`config.mk`:
```
export PLATFORM = sky130hd
export DESIGN_NAME = mult_share_sched
export DESIGN_NICKNAME = d
export VERILOG_FILES = /design/src/rtl/mult_share_sched.sv
export SDC_FILE = /design/constraint.sdc
export NUM_CORES = 1
export LEC_CHECK = 0
export ABC_AREA = 1
export ABC_CLOCK_PERIOD_IN_PS = 2500
export CAP_MARGIN = 20
export CORE_AREA = 4 4 103 56
export DETAILED_ROUTE_END_ITERATION = 16
export DIE_AREA = 0 0 107 60
export DONT_BUFFER_PORTS = 1
export SETUP_SLACK_MARGIN = 0.1
export SLEW_MARGIN = 5
export SYNTH_ARGS = -nofsm -noshare
export SYNTH_HDL_FRONTEND = slang
export SYNTH_HIERARCHICAL = 1
export SYNTH_SLANG_ARGS = --single-unit
```
`constraint.sdc`:
```
create_clock -name clk -period 2.5 [get_ports clk]
set_input_delay 0.25 -clock clk [delete_from_list [all_inputs] [get_ports clk]]
set_output_delay 0.25 -clock clk [all_outputs]
set_load 0.1 [all_outputs]
```
`src/rtl/mult_share_sched.sv`:
```
// Round-robin scheduler sharing one 4x4 unsigned multiplier among NREQ requesters.
// Define MULT_SHARE_CNT_EN to add per-requester grant counters on port grant_cnt.

module main (
    input  logic [3:0] x,
    input  logic [3:0] y,
    output logic [7:0] o
);
    assign o = {4'b0000, x} * {4'b0000, y};
endmodule

module mult_share_sched #(
    parameter int NREQ  = 4,
    parameter int IDW   = 2,
    parameter int CNT_W = 8
) (
    input  logic                 clk,
    input  logic                 rst,
    input  logic [NREQ-1:0]      req_valid,
    output logic [NREQ-1:0]      req_ready,
    input  logic [NREQ*4-1:0]    req_x,
    input  logic [NREQ*4-1:0]    req_y,
    output logic                 rsp_valid,
    input  logic                 rsp_ready,
    output logic [IDW-1:0]       rsp_id,
    output logic [7:0]           rsp_data,
    output logic                 busy
`ifdef MULT_SHARE_CNT_EN
    ,
    output logic [NREQ*CNT_W-1:0] grant_cnt
`endif
);

    typedef enum logic [1:0] {
        IDLE = 2'd0,
        CALC = 2'd1,
        RESP = 2'd2
    } state_t;

    state_t          state;
    logic [IDW-1:0]  rr_ptr;
    logic [IDW-1:0]  op_id;
    logic [3:0]      op_x;
    logic [3:0]      op_y;
    logic [7:0]      mult_o;
    logic [IDW-1:0]  cand;
    logic [IDW-1:0]  win_idx;
    logic            win_found;
    logic            accept;

    function automatic logic [IDW-1:0] wrap_add(input logic [IDW-1:0] a, input int b);
        int s;
        s = int'(a) + b;
        if (s >= NREQ) s = s - NREQ;
        return s[IDW-1:0];
    endfunction

    // Search starts at rr_ptr so the last winner becomes lowest priority.
    always_comb begin
        cand      = '0;
        win_idx   = '0;
        win_found = 1'b0;
        for (int k = 0; k < NREQ; k++) begin
            cand = wrap_add(rr_ptr, k);
            if (!win_found && req_valid[cand]) begin
                win_found = 1'b1;
                win_idx   = cand;
            end
        end
    end

    // Handshakes: a transfer happens on a rising edge where valid && ready are
    // both high. Requesters hold valid and operands until their ready; the
    // response holds rsp_valid, rsp_id and rsp_data until rsp_ready.
    assign accept    = (state == IDLE) && win_found && !rst;
    assign req_ready = accept ? (NREQ'(1) << win_idx) : '0;
    assign busy      = (state != IDLE);

    main u_mult (
        .x (op_x),
        .y (op_y),
        .o (mult_o)
    );

    always_ff @(posedge clk) begin
        if (rst) begin
            state     <= IDLE;
            rr_ptr    <= '0;
            op_x      <= '0;
            op_y      <= '0;
            op_id     <= '0;
            rsp_valid <= 1'b0;
            rsp_id    <= '0;
            rsp_data  <= '0;
        end else begin
            case (state)
                IDLE: begin
                    if (win_found) begin
                        op_x   <= req_x[win_idx*4 +: 4];
                        op_y   <= req_y[win_idx*4 +: 4];
                        op_id  <= win_idx;
                        rr_ptr <= wrap_add(win_idx, 1);
                        state  <= CALC;
                    end
                end
                CALC: begin
                    rsp_data  <= mult_o;
                    rsp_id    <= op_id;
                    rsp_valid <= 1'b1;
                    state     <= RESP;
                end
                RESP: begin
                    if (rsp_ready) begin
                        rsp_valid <= 1'b0;
                        state     <= IDLE;
                    end
                end
                default: state <= IDLE;
            endcase
        end
    end

`ifdef MULT_SHARE_CNT_EN
    // Counters wrap naturally at 2^CNT_W.
    always_ff @(posedge clk) begin
        if (rst) begin
            grant_cnt <= '0;
        end else if (accept) begin
            for (int i = 0; i < NREQ; i++) begin
                if (win_idx == IDW'(i))
                    grant_cnt[i*CNT_W +: CNT_W] <= grant_cnt[i*CNT_W +: CNT_W] + 1'b1;
            end
        end
    end
`else
    // Counter feature compiled out; CNT_W has no effect in this build.
`endif

endmodule

```
# Word-level counts from Yosys, hierarchy flattened
# Cells that the tools add are included.
dict set report op_classes {
  reduce_logical 15
  n_shift 3
  add_sub_neg 9
  n_mux 27
  n_mul 1
  order_cmp 9
  eq_ne 4
}
# op n
set ops {}
lappend ops {{$shiftx 16x5->4} 2}
lappend ops {{$mux 2} 11}
lappend ops {{$ge 3x3->1 const B} 4}
lappend ops {{$lt 2x3->1 const B} 4}
lappend ops {{$sub 2x1->2 const B} 5}
lappend ops {{$mux 1} 9}
lappend ops {{$bmux 1 s2} 4}
lappend ops {{$mul 4x4->8} 1}
lappend ops {{$add 2x1->3 const B} 2}
lappend ops {{$add 2x2->3 const B} 2}
lappend ops {{$pmux 2 s3} 1}
lappend ops {{$reduce_and 2->1} 3}
lappend ops {{$logic_and 1x1->1} 5}
lappend ops {{$logic_not 1->1} 4}
lappend ops {{$mux 4} 1}
lappend ops {{$ne 2x2->1 const B} 2}
lappend ops {{$reduce_bool 2->1} 2}
lappend ops {{$shl 1x2->4 const A} 1}
lappend ops {{$ge 2x3->1 const B} 1}
lappend ops {{$eq 2x1->1 const B} 1}
lappend ops {{$eq 2x2->1 const B} 1}
lappend ops {{$logic_not 2->1} 1}
lappend ops {{$pmux 1 s2} 1}
dict set report totals {
  reg_bits 25
  out_inout_bits 16
  in_bits 39
  wordCells 76
}

# Logic depth before layout (Yosys ltp)
# Gate-level depths: netlist of the first run.
dict set report depth {
  ltp_word 17
  depth_mapped 16
  mapped_depth_nobuf 14
}

# Cells and area by module
# The synthesis of the first run kept the hierarchy.
# module area_per_inst_um2 cells_per_inst instances seq_area_each_um2
set by_module_without_submodules {}
lappend by_module_without_submodules {mult_share_sched 1669.1 242 1 500.5}
lappend by_module_without_submodules {main 467.9 70 1 0.0}

# Least setup slack after synthesis of the first run
# Ideal clock, no wire load.
dict set report synth_path {
  kind {flip-flop to output port}
  startpoint {register rr_ptr[0]}
  endpoint {output req_ready[3]}
  path_stages_with_launch 12
  n_path_buf 3
  slack_ns -1.169
  arrival_time_ns 3.419
  path_cell_list {dfxtp_1 -> inv_2 -> buf_6 -> nand2_4 -> nand3_2 -> nand2_2 -> inv_1 -> nand3_1 -> nand3_4 -> buf_8 -> buf_12 -> nor3_1}
}
dict set report synth_between {
  elab_chain_cells 17
  elab_cells_between_ends 41
  classes_between {add/sub (7); order compare (4); shift (1); mux (21); reduce/logical (8)}
}
# element line
set synth_rtl {}
lappend synth_rtl {{start: declaration} 41} ;# logic [IDW-1:0] rr_ptr;
lappend synth_rtl {{start signal: assignment} 102} ;# rr_ptr <= wrap_add(win_idx, 1);
lappend synth_rtl {{branches (longest 16 deep; another with $add 2x1->3)} --}
lappend synth_rtl {{$mux 4 (*)} 76} ;# assign req_ready = accept ? (NREQ'(1) << win_idx) : '0;
lappend synth_rtl {{end: declaration} 20} ;# output logic [NREQ-1:0] req_ready,
# Mark *: on every way between the ends. The select of a mux whose other input is x is not followed.

# Worst setup path in the final report of the first run
dict set report layout_path {
  startpoint {register op_y[3]}
  endpoint {register rsp_data[7]}
}
dict set report layout_between {
  elab_chain_cells 1
}
# element line
set layout_rtl {}
lappend layout_rtl {{start: declaration} 44} ;# logic [3:0] op_y;
lappend layout_rtl {{start signal: assignment} 100} ;# op_y <= req_y[win_idx*4 +: 4];
lappend layout_rtl {{$mul 4x4->8} 9} ;# assign o = {4'b0000, x} * {4'b0000, y};
lappend layout_rtl {{via mult_o[7]} 45} ;# logic [7:0] mult_o;
lappend layout_rtl {{end signal: assignment} 107} ;# rsp_data <= mult_o;
lappend layout_rtl {{end: declaration} 26} ;# output logic [7:0] rsp_data,
# The timed path passes the listed nets, and every way through them passes these cells.
# A chain may end at the register's enable or synchronous reset.

==> qor.yml, run 1 <==
period_minus_slack_ns: 2.378
grt_max_degree: 21
drv_cap: 0
avgViaCountPerCell: 4.816
cts-root-buf: "clkbuf_8"
diodes: 0
syn2layout_area_growth_pct: 15.05
antenna_found_initial: 0
crit_slowest_cell: "fa_2"
wl_per_cell_um: 12.01
drive_gt1_frac: 0.2866
fin_nets: 377
cts.sinks: 25
grt_usage: 0.1481
rows: 18
synth_nets: 367
cp_common_cell: "nand2_1"
tightest_slew_ns: 0.9900
drt_iter0_markers: 84
drtPass1Iterations: 4
synth-seq-cells: 25
fp.dieW_um: 107
synth_edf_count: 0
critical_path.max_stage_delay_ns: 0.58
finClkSkew_ns: 0.002335
clk_pin_slew_ns: 0.09
max_slew_margin: 0.3391
synth_top_area_cell: "dfxtp_1"
vias: 1883
cts_buffers: 3
drc_errors: 0
yosys.area.top_type_share: 0.2342
dpl_worst_slack_ns: -0.001285
clock_latency_ns: 0.27
fin_ws_ns: 0.1216
synth_area_leaders: "dfxtp_1 (23%), nand2_1 (13%), nor2_1 (7.7%), nand3_1 (7.5%), ha_1 (7.0%)"
synth.distinct_cells: 29
hpwl_mm: 3.841
finalSetupViolCount: 0
crit_buf_inv: 1
clock_path_buffers: 2
status: "finished clean"
p_leak_nw: 1.284
initial_core_util: 0.4434
cp-end-kind: "flop"
power_density_nw_per_um2: 1524
syn_avg_cell_area_um2: 6.850
grt-ovfl-total: 0
power.total_mw: 3.748
reg2reg_from: "op_y[3]"
path_delay_family: "adder cells"
crit_required_ns: 2.67
ff2ff_setup_slack_ns: 0.12
syn_area_um2: 2137
die-area_um2: 6420
wl_mm: 4.694
min_period_over_period: 0.9513
grt_pass1_wl_mm: 7.645
port_buffers: 0
ys.warnings.count: 6
cts_hold_buf: 0
timing.fmax_ghz: 0.4205
postRouteAntennaNets: 0
critPathLaunch: "op_y[3]"
cp.arrival_ns: 2.55
gp_congestion: 0.8708
cts_max_level: 1
io_pins: 55
cts_tree: "done"
rsz0062_at_grt: "yes"
fin_tns_setup_ns: 0
path_max_fanout: 2
vdd_drop_max_v: 0.0007007
crit_chain: "nand2_2 -> fa_1 -> inv_2 -> fa_2 -> ha_4 -> nand2_2 -> nor2_1 -> nand2_1 -> nand3_2 -> nand2_1 -> nand2_1 -> o21ai_1 -> nor2_1"
slew_viol_final: 0
final_cell_mix: "nand2_1 (68), nor2_1 (40), inv_1 (32), nand3_1 (31)"
core_area_um2: 4820
first_global_vias: 1729
die_height_um: 60
min_path_type: "primary input to flop"
final_common_cell: "nand2_1"
synth-async-reset-ratio: 0
seq_area_frac_synth: 0.2342
finalHoldViolations: 0
crit_type: "flop to flop"
cp-start-kind: "flop"
synth_cells: 312
synth_flop_cell: "dfxtp_1"
worstHoldStart: "rst"
-- Yosys cell counts (5+ instances only) --
cell      n
nor2_2    5
a21oi_1   5
ha_1     12
nand2_2  14
inv_1    34
nor2_1   44
nand3_1  32
nand3_2  13
dfxtp_1  25
o21ai_0  19
nand2_1  72
-- power breakdown --
part / total [mW] / internal (mW) / switching (mW)
logic: 2.48 / 0.865 / 1.61
clock network: 0.244 / 0.113 / 0.131
registers: 1.03 / 0.555 / 0.471
-- flip-flops by register name, summed over array words and instances, names as in the netlist --
name and flops:
rsp_id 2, rsp_valid 1, rsp_data 8, op_y 4, op_x 4, rr_ptr 2
state 2, op_id 2
-- through the flow --
stage               utilization  instances  hold slack, ns  area, um^2
global route             0.5101        391         0.01004        2459
global placement         0.4785        383          0.3231        2306
floorplan                     -        312          0.3191        2180
detailed placement       0.4785        383          0.3249        2306
finish                   0.5101        391         0.03194        2459
CTS                      0.4935        388         0.02964        2379
-- worst reg2reg max path, cell delays in order (launching register included) --
cell and delay, ns:
dfxtp_2 0.35, nand2_2 0.05, fa_1 0.54, inv_2 0.04, fa_2 0.58, ha_4 0.22
nand2_2 0.05, nor2_1 0.03, nand2_1 0.08, nand3_2 0.06, nand2_1 0.06, nand2_1 0.04
o21ai_1 0.11, nor2_1 0.05
-- logic make-up after synthesis --
kind of cell	after synthesis	synth area share
flip-flops	25	0.2342
AND/OR/NAND/NOR	192	0.4537
adder cells (fa/ha/maj)	16	0.1077
XOR/XNOR	3	0.01230
buffers and inverters	48	0.1142
AO/OA/AOI/OAI	28	0.07787
-- area by class of cell --
type | count | area (um^2)
inverters | 36 | 137.6
repair buffers | 17 | 181.4
clock inverters | 1 | 7.507
well taps | 70 | 87.58
flip-flops and latches | 25 | 513.0
clock buffers | 3 | 41.29
multi-input cells | 239 | 1490
fillers | 517 | 2361
-- final timing paths --
path,to,cells past startpoint
setup / recovery,rsp_data[7],13
hold / removal,rr_ptr[0],1
hold reg to reg,op_id[0],2
setup reg to reg,rsp_data[7],13
-- routing by layer --
metal | track usage | share of wire
met1 | 0.1807 | 0.44
met2 | 0.2657 | 0.50
met3 | 0.04423 | 0.056
met4 | 0.02732 | 0.0072
met5 | 0 | 0
-- timing repair --
action	CTS	global route
setup endpoints to repair	7	9
buffers inserted	1	3
pin swaps	7	6
resized for setup	12	16
Note: power is estimated with default switching activity, not from simulation.
==> inputs of run 2 (changes only) <==
SKIP_CTS_REPAIR_TIMING = 1   (was not set)
==> qor.yml, run 2 (synthesis results as in run 1) <==
io_pins: 55
grt_pass1_wl_mm: 7.610
cp-end-kind: "flop"
first_global_vias: 1713
drt_iter0_markers: 115
wl_mm: 4.709
drv_cap: 0
final_common_cell: "nand2_1"
p_leak_nw: 1.296
path_max_fanout: 3
place_area_um2: 2306
drtPass1Iterations: 4
cts.sinks: 25
fin_nets: 377
grt_max_degree: 21
crit_type: "flop to flop"
fin_area_um2: 2444
wl_per_cell_um: 12.04
cp.arrival_ns: 2.63
ff2ff_setup_slack_ns: 0.04
period_minus_slack_ns: 2.460
reg2reg_from: "op_y[3]"
die-area_um2: 6420
cp-start-kind: "flop"
grt-ovfl-total: 0
diodes: 0
clock_path_buffers: 2
crit_required_ns: 2.67
finalSetupViolCount: 0
max_slew_margin: 0.3391
final_cell_mix: "nand2_1 (68), nor2_1 (40), inv_1 (32), nand3_1 (31)"
tightest_slew_ns: 0.9900
cts_max_level: 1
cts_buffers: 3
worstHoldStart: "rst"
postRouteAntennaNets: 0
fin_cells: 391
avgViaCountPerCell: 4.859
gp_congestion: 0.8708
syn2layout_area_growth_pct: 14.34
cts_tree: "done"
finalHoldViolations: 0
core_area_um2: 4820
largestRegisters: "rsp_data x8, op_x x4, op_y x4"
drive_gt1_frac: 0.2741
rsz0062_at_grt: "yes"
min_path_type: "primary input to flop"
fp.dieW_um: 107
reg2regPathDepth: 10
finClkSkew_ns: 0.001716
die_height_um: 60
rows: 18
vias: 1900
clock_latency_ns: 0.27
initial_core_util: 0.4434
status: "finished clean"
fill_cells: 517
antenna_found_initial: 0
grt_usage: 0.1474
whs_path_depth: 1
dpl.cell_count: 383
cts-root-buf: "clkbuf_8"
vdd_drop_max_v: 0.0007091
clk_pin_slew_ns: 0.09
largest_reg_flops: 8
regMostFlops: "rsp_data"
slew_viol_final: 0
power_density_nw_per_um2: 1536
fin_tns_setup_ns: 0
port_buffers: 0
timing.fmax_ghz: 0.4064
drc_errors: 0
min_period_over_period: 0.9842
rr_endpoint: "rsp_data[6]"
hold-path-endpoint: "rr_ptr[0]"
hpwl_mm: 3.841
[run 2: cell types whose count changed in the layout (fill, tap and decap cells not counted)]
cell	previous run	this run
ha_4	2	1
nor2_4	6	7
nor2_2	7	6
fa_2	2	1
ha_1	8	11
fa_1	2	3
ha_2	2	0
[run 2: layout make-up]
type	count	area, um^2	area share
Clock inverter	1	7.507	0.003072
Sequential cell	25	513.0	0.2099
Inverter	36	137.6	0.05632
Clock buffer	3	41.29	0.01690
Tap cell	70	87.58	0.03584
Timing Repair Buffer	17	181.4	0.07424
Multi-Input combinational cell	239	1475	0.6037
[run 2: per-layer routing]
layer	vias up	share of wire	wire length, um	GRT usage
li1	1011	-	-	-
met1	858	0.45	2124	0.1807
met2	25	0.49	2287	0.2630
met3	6	0.054	255	0.04423
met4	0	0.0089	42	0.02732
met5	-	0	0	0
[run 2: worst max-delay path by stage]
| stage | from | to | slack, ns | depth (start not counted) |
|---|---|---|---|---|
| 2_1_floorplan | rr_ptr[0] | req_ready[3] | 0.10 | 11 |
| 3_3_place_gp | op_y[3] | rsp_data[7] | 0.06 | 13 |
| 3_5_place_dp | op_y[3] | rsp_data[7] | -0.001 | 13 |
| 4_1_cts | rr_ptr[1] | req_ready[1] | -0.05 | 11 |
| 5_1_grt | op_y[3] | rsp_data[7] | -0.07 | 13 |
| 6_report | op_y[3] | rsp_data[6] | 0.04 | 10 |
[run 2: power by group]
group          switching, mW  internal [mW]  total, mW
logic                   1.62          0.858       2.48
clock network          0.133          0.113      0.246
registers              0.472          0.555       1.03
[run 2: worst max-delay path: stages, from the launching register on]
cell and delay [ns]:
dfxtp_2 0.35, nand2_2 0.06, fa_1 0.54, inv_2 0.04, fa_1 0.53, fa_2 0.40
nand3_2 0.09, nand2_2 0.05, xor2_1 0.13, o21ai_1 0.11, nor2_1 0.05
[run 2: per-stage QoR]
stage	hold WS (ns)	util	power (mW)	setup slack, ns
after global placement	0.3231	0.4785	3.325	0.05874
after global routing	0.01004	0.5070	4.084	-0.06927
final	0.03054	0.5070	3.753	0.03962
after floorplan	0.3191	-	3.067	0.1025
after CTS	0.02964	0.4886	3.627	-0.04548
after detailed placement	0.3249	0.4785	3.369	-0.001285
==> inputs of run 3 (changes only) <==
ABC_CLOCK_PERIOD_IN_PS = 2800   (was 2500)
CTS_BUF_LIST = sky130_fd_sc_hd__clkbuf_8 sky130_fd_sc_hd__clkbuf_16   (was not set)
clock period = 2.8 ns   (was 2.5 ns; I/O delays follow)
==> qor.yml, run 3 (synthesis results as in run 1) <==
status: "finished clean"
die_height_um: 60
clk_pin_slew_ns: 0.10
wl_mm: 4.590
pwr-share-seq: 0.310
max_slew_margin: 0.3404
p_leak_nw: 1.232
switching_share: 0.6114
clock_latency_ns: 0.27
timing.fmax_ghz: 0.3975
cp.arrival_ns: 2.69
critical_path.max_stage_delay_ns: 0.55
power_density_nw_per_um2: 1381
grt_usage: 0.1455
crit_required_ns: 2.97
crit_buf_inv: 1
cts-root-buf: "clkbuf_8"
rows: 18
path_delay_family: "adder cells"
fin_area_um2: 2280
cp-end-kind: "flop"
min_period_over_period: 0.8985
drc_errors: 0
p_switching_mw: 1.925
crit_slowest_cell: "fa_2"
rsz0062_at_grt: "no"
cp_common_cell: "nand2_1"
drt_iter0_markers: 96
period_minus_slack_ns: 2.516
gp_congestion: 0.8651
largest_reg_flops: 8
crit_chain: "nand2_1 -> fa_1 -> inv_1 -> fa_2 -> ha_1 -> nand2_1 -> nor2_1 -> nand2_1 -> nand3_2 -> nand2_1 -> nand2_1 -> o21ai_0 -> nor2_1"
grt-ovfl-total: 0
finalSetupViolCount: 0
core_area_um2: 4820
vdd_drop_max_v: 0.0005768
final_common_cell: "nand2_1"
largestRegisters: "rsp_data x8, op_x x4, op_y x4"
finalHoldViolations: 0
hpwl_mm: 3.719
cp-start-kind: "flop"
path_max_fanout: 5
power.internal_mw: 1.224
regMostFlops: "rsp_data"
min_path_type: "primary input to flop"
power_frac_comb: 0.618
final_cell_mix: "nand2_1 (72), nor2_1 (41), inv_1 (34), nand3_1 (32), o21ai_0 (19)"
place_area_um2: 2201
clkPwrFrac: 0.072
drv_cap: 0
diodes: 0
grt_pass1_wl_mm: 7.631
cts.sinks: 25
fin_nets: 367
clock_path_buffers: 2
fin_ws_ns: 0.2843
tightest_slew_ns: 0.9880
vias: 1855
cts_buffers: 3
die-area_um2: 6420
port_buffers: 0
postRouteAntennaNets: 0
crit_type: "flop to flop"
avgViaCountPerCell: 4.869
wl_per_cell_um: 12.05
initial_core_util: 0.4434
first_global_vias: 1722
final_util: 0.4730
dpl_worst_slack_ns: 0.1245
drive_gt1_frac: 0.2219
antenna_found_initial: 0
cts_tree: "done"
grt_max_degree: 21
fp.dieW_um: 107
drtPass1Iterations: 4
finClkSkew_ns: 0.001701
io_pins: 55
syn2layout_area_growth_pct: 6.675
slew_viol_final: 0
cts_max_level: 1
[run 3: cell types whose count changed in the layout (fill, tap and decap cells not counted), sizes merged]
cell,change
buf,-10
[run 3: worst reg2reg max path, cell delays in order, from the launching register on]
cell and delay [ns]:
dfxtp_2 0.37, nand2_1 0.08, fa_1 0.54, inv_1 0.05
fa_2 0.56, ha_1 0.26, nand2_1 0.08, nor2_1 0.04
nand2_1 0.07, nand3_2 0.06, nand2_1 0.06, nand2_1 0.04
o21ai_0 0.16, nor2_1 0.05
[run 3: cell type report]
class / count / area [um^2]
clock inverter: 1 / 7.507
timing repair buffer: 7 / 68.82
multi-input combinational: 239 / 1428
tap: 70 / 87.58
fill: 513 / 2540
sequential: 25 / 511.7
clock buffer: 3 / 41.29
inverter: 36 / 135.1
[run 3: final timing paths]
| path | startpoint | endpoint | slack [ns] | cells after the start |
|---|---|---|---|---|
| max | op_y[3] | rsp_data[7] | 0.28 | 13 |
| min | rst | rr_ptr[0] | 0.06 | 1 |
| max reg2reg | op_y[3] | rsp_data[7] | 0.28 | 13 |
| min reg2reg | op_id[1] | rsp_id[1] | 0.51 | 2 |
[run 3: power groups by stage]
stage	clock, mW	sequential [mW]	combinational, mW
5_1_grt	0.244	0.996	2.20
3_3_place_gp	0	0.965	1.89
3_5_place_dp	0	0.973	1.93
4_1_cts	0.232	0.966	1.93
2_1_floorplan	0	0.923	1.77
6_report	0.225	0.976	1.95
[run 3: metal layers]
metal,routed length [um],GRT usage
met1,2036,0.1713
met2,2216,0.2692
met3,305,0.04962
met4,32,0.01639
met5,0,0
[run 3: per-stage QoR]
step,hold slack [ns],std cells,TNS [ns],power [mW]
floorplan,0.3491,312,-0.04919,2.693
global placement,0.3524,376,0,2.857
detailed placement,0.3556,376,0,2.900
CTS,0.05978,380,-0.01436,3.130
global route,0.04546,381,0,3.439
finish,0.05811,381,0,3.149
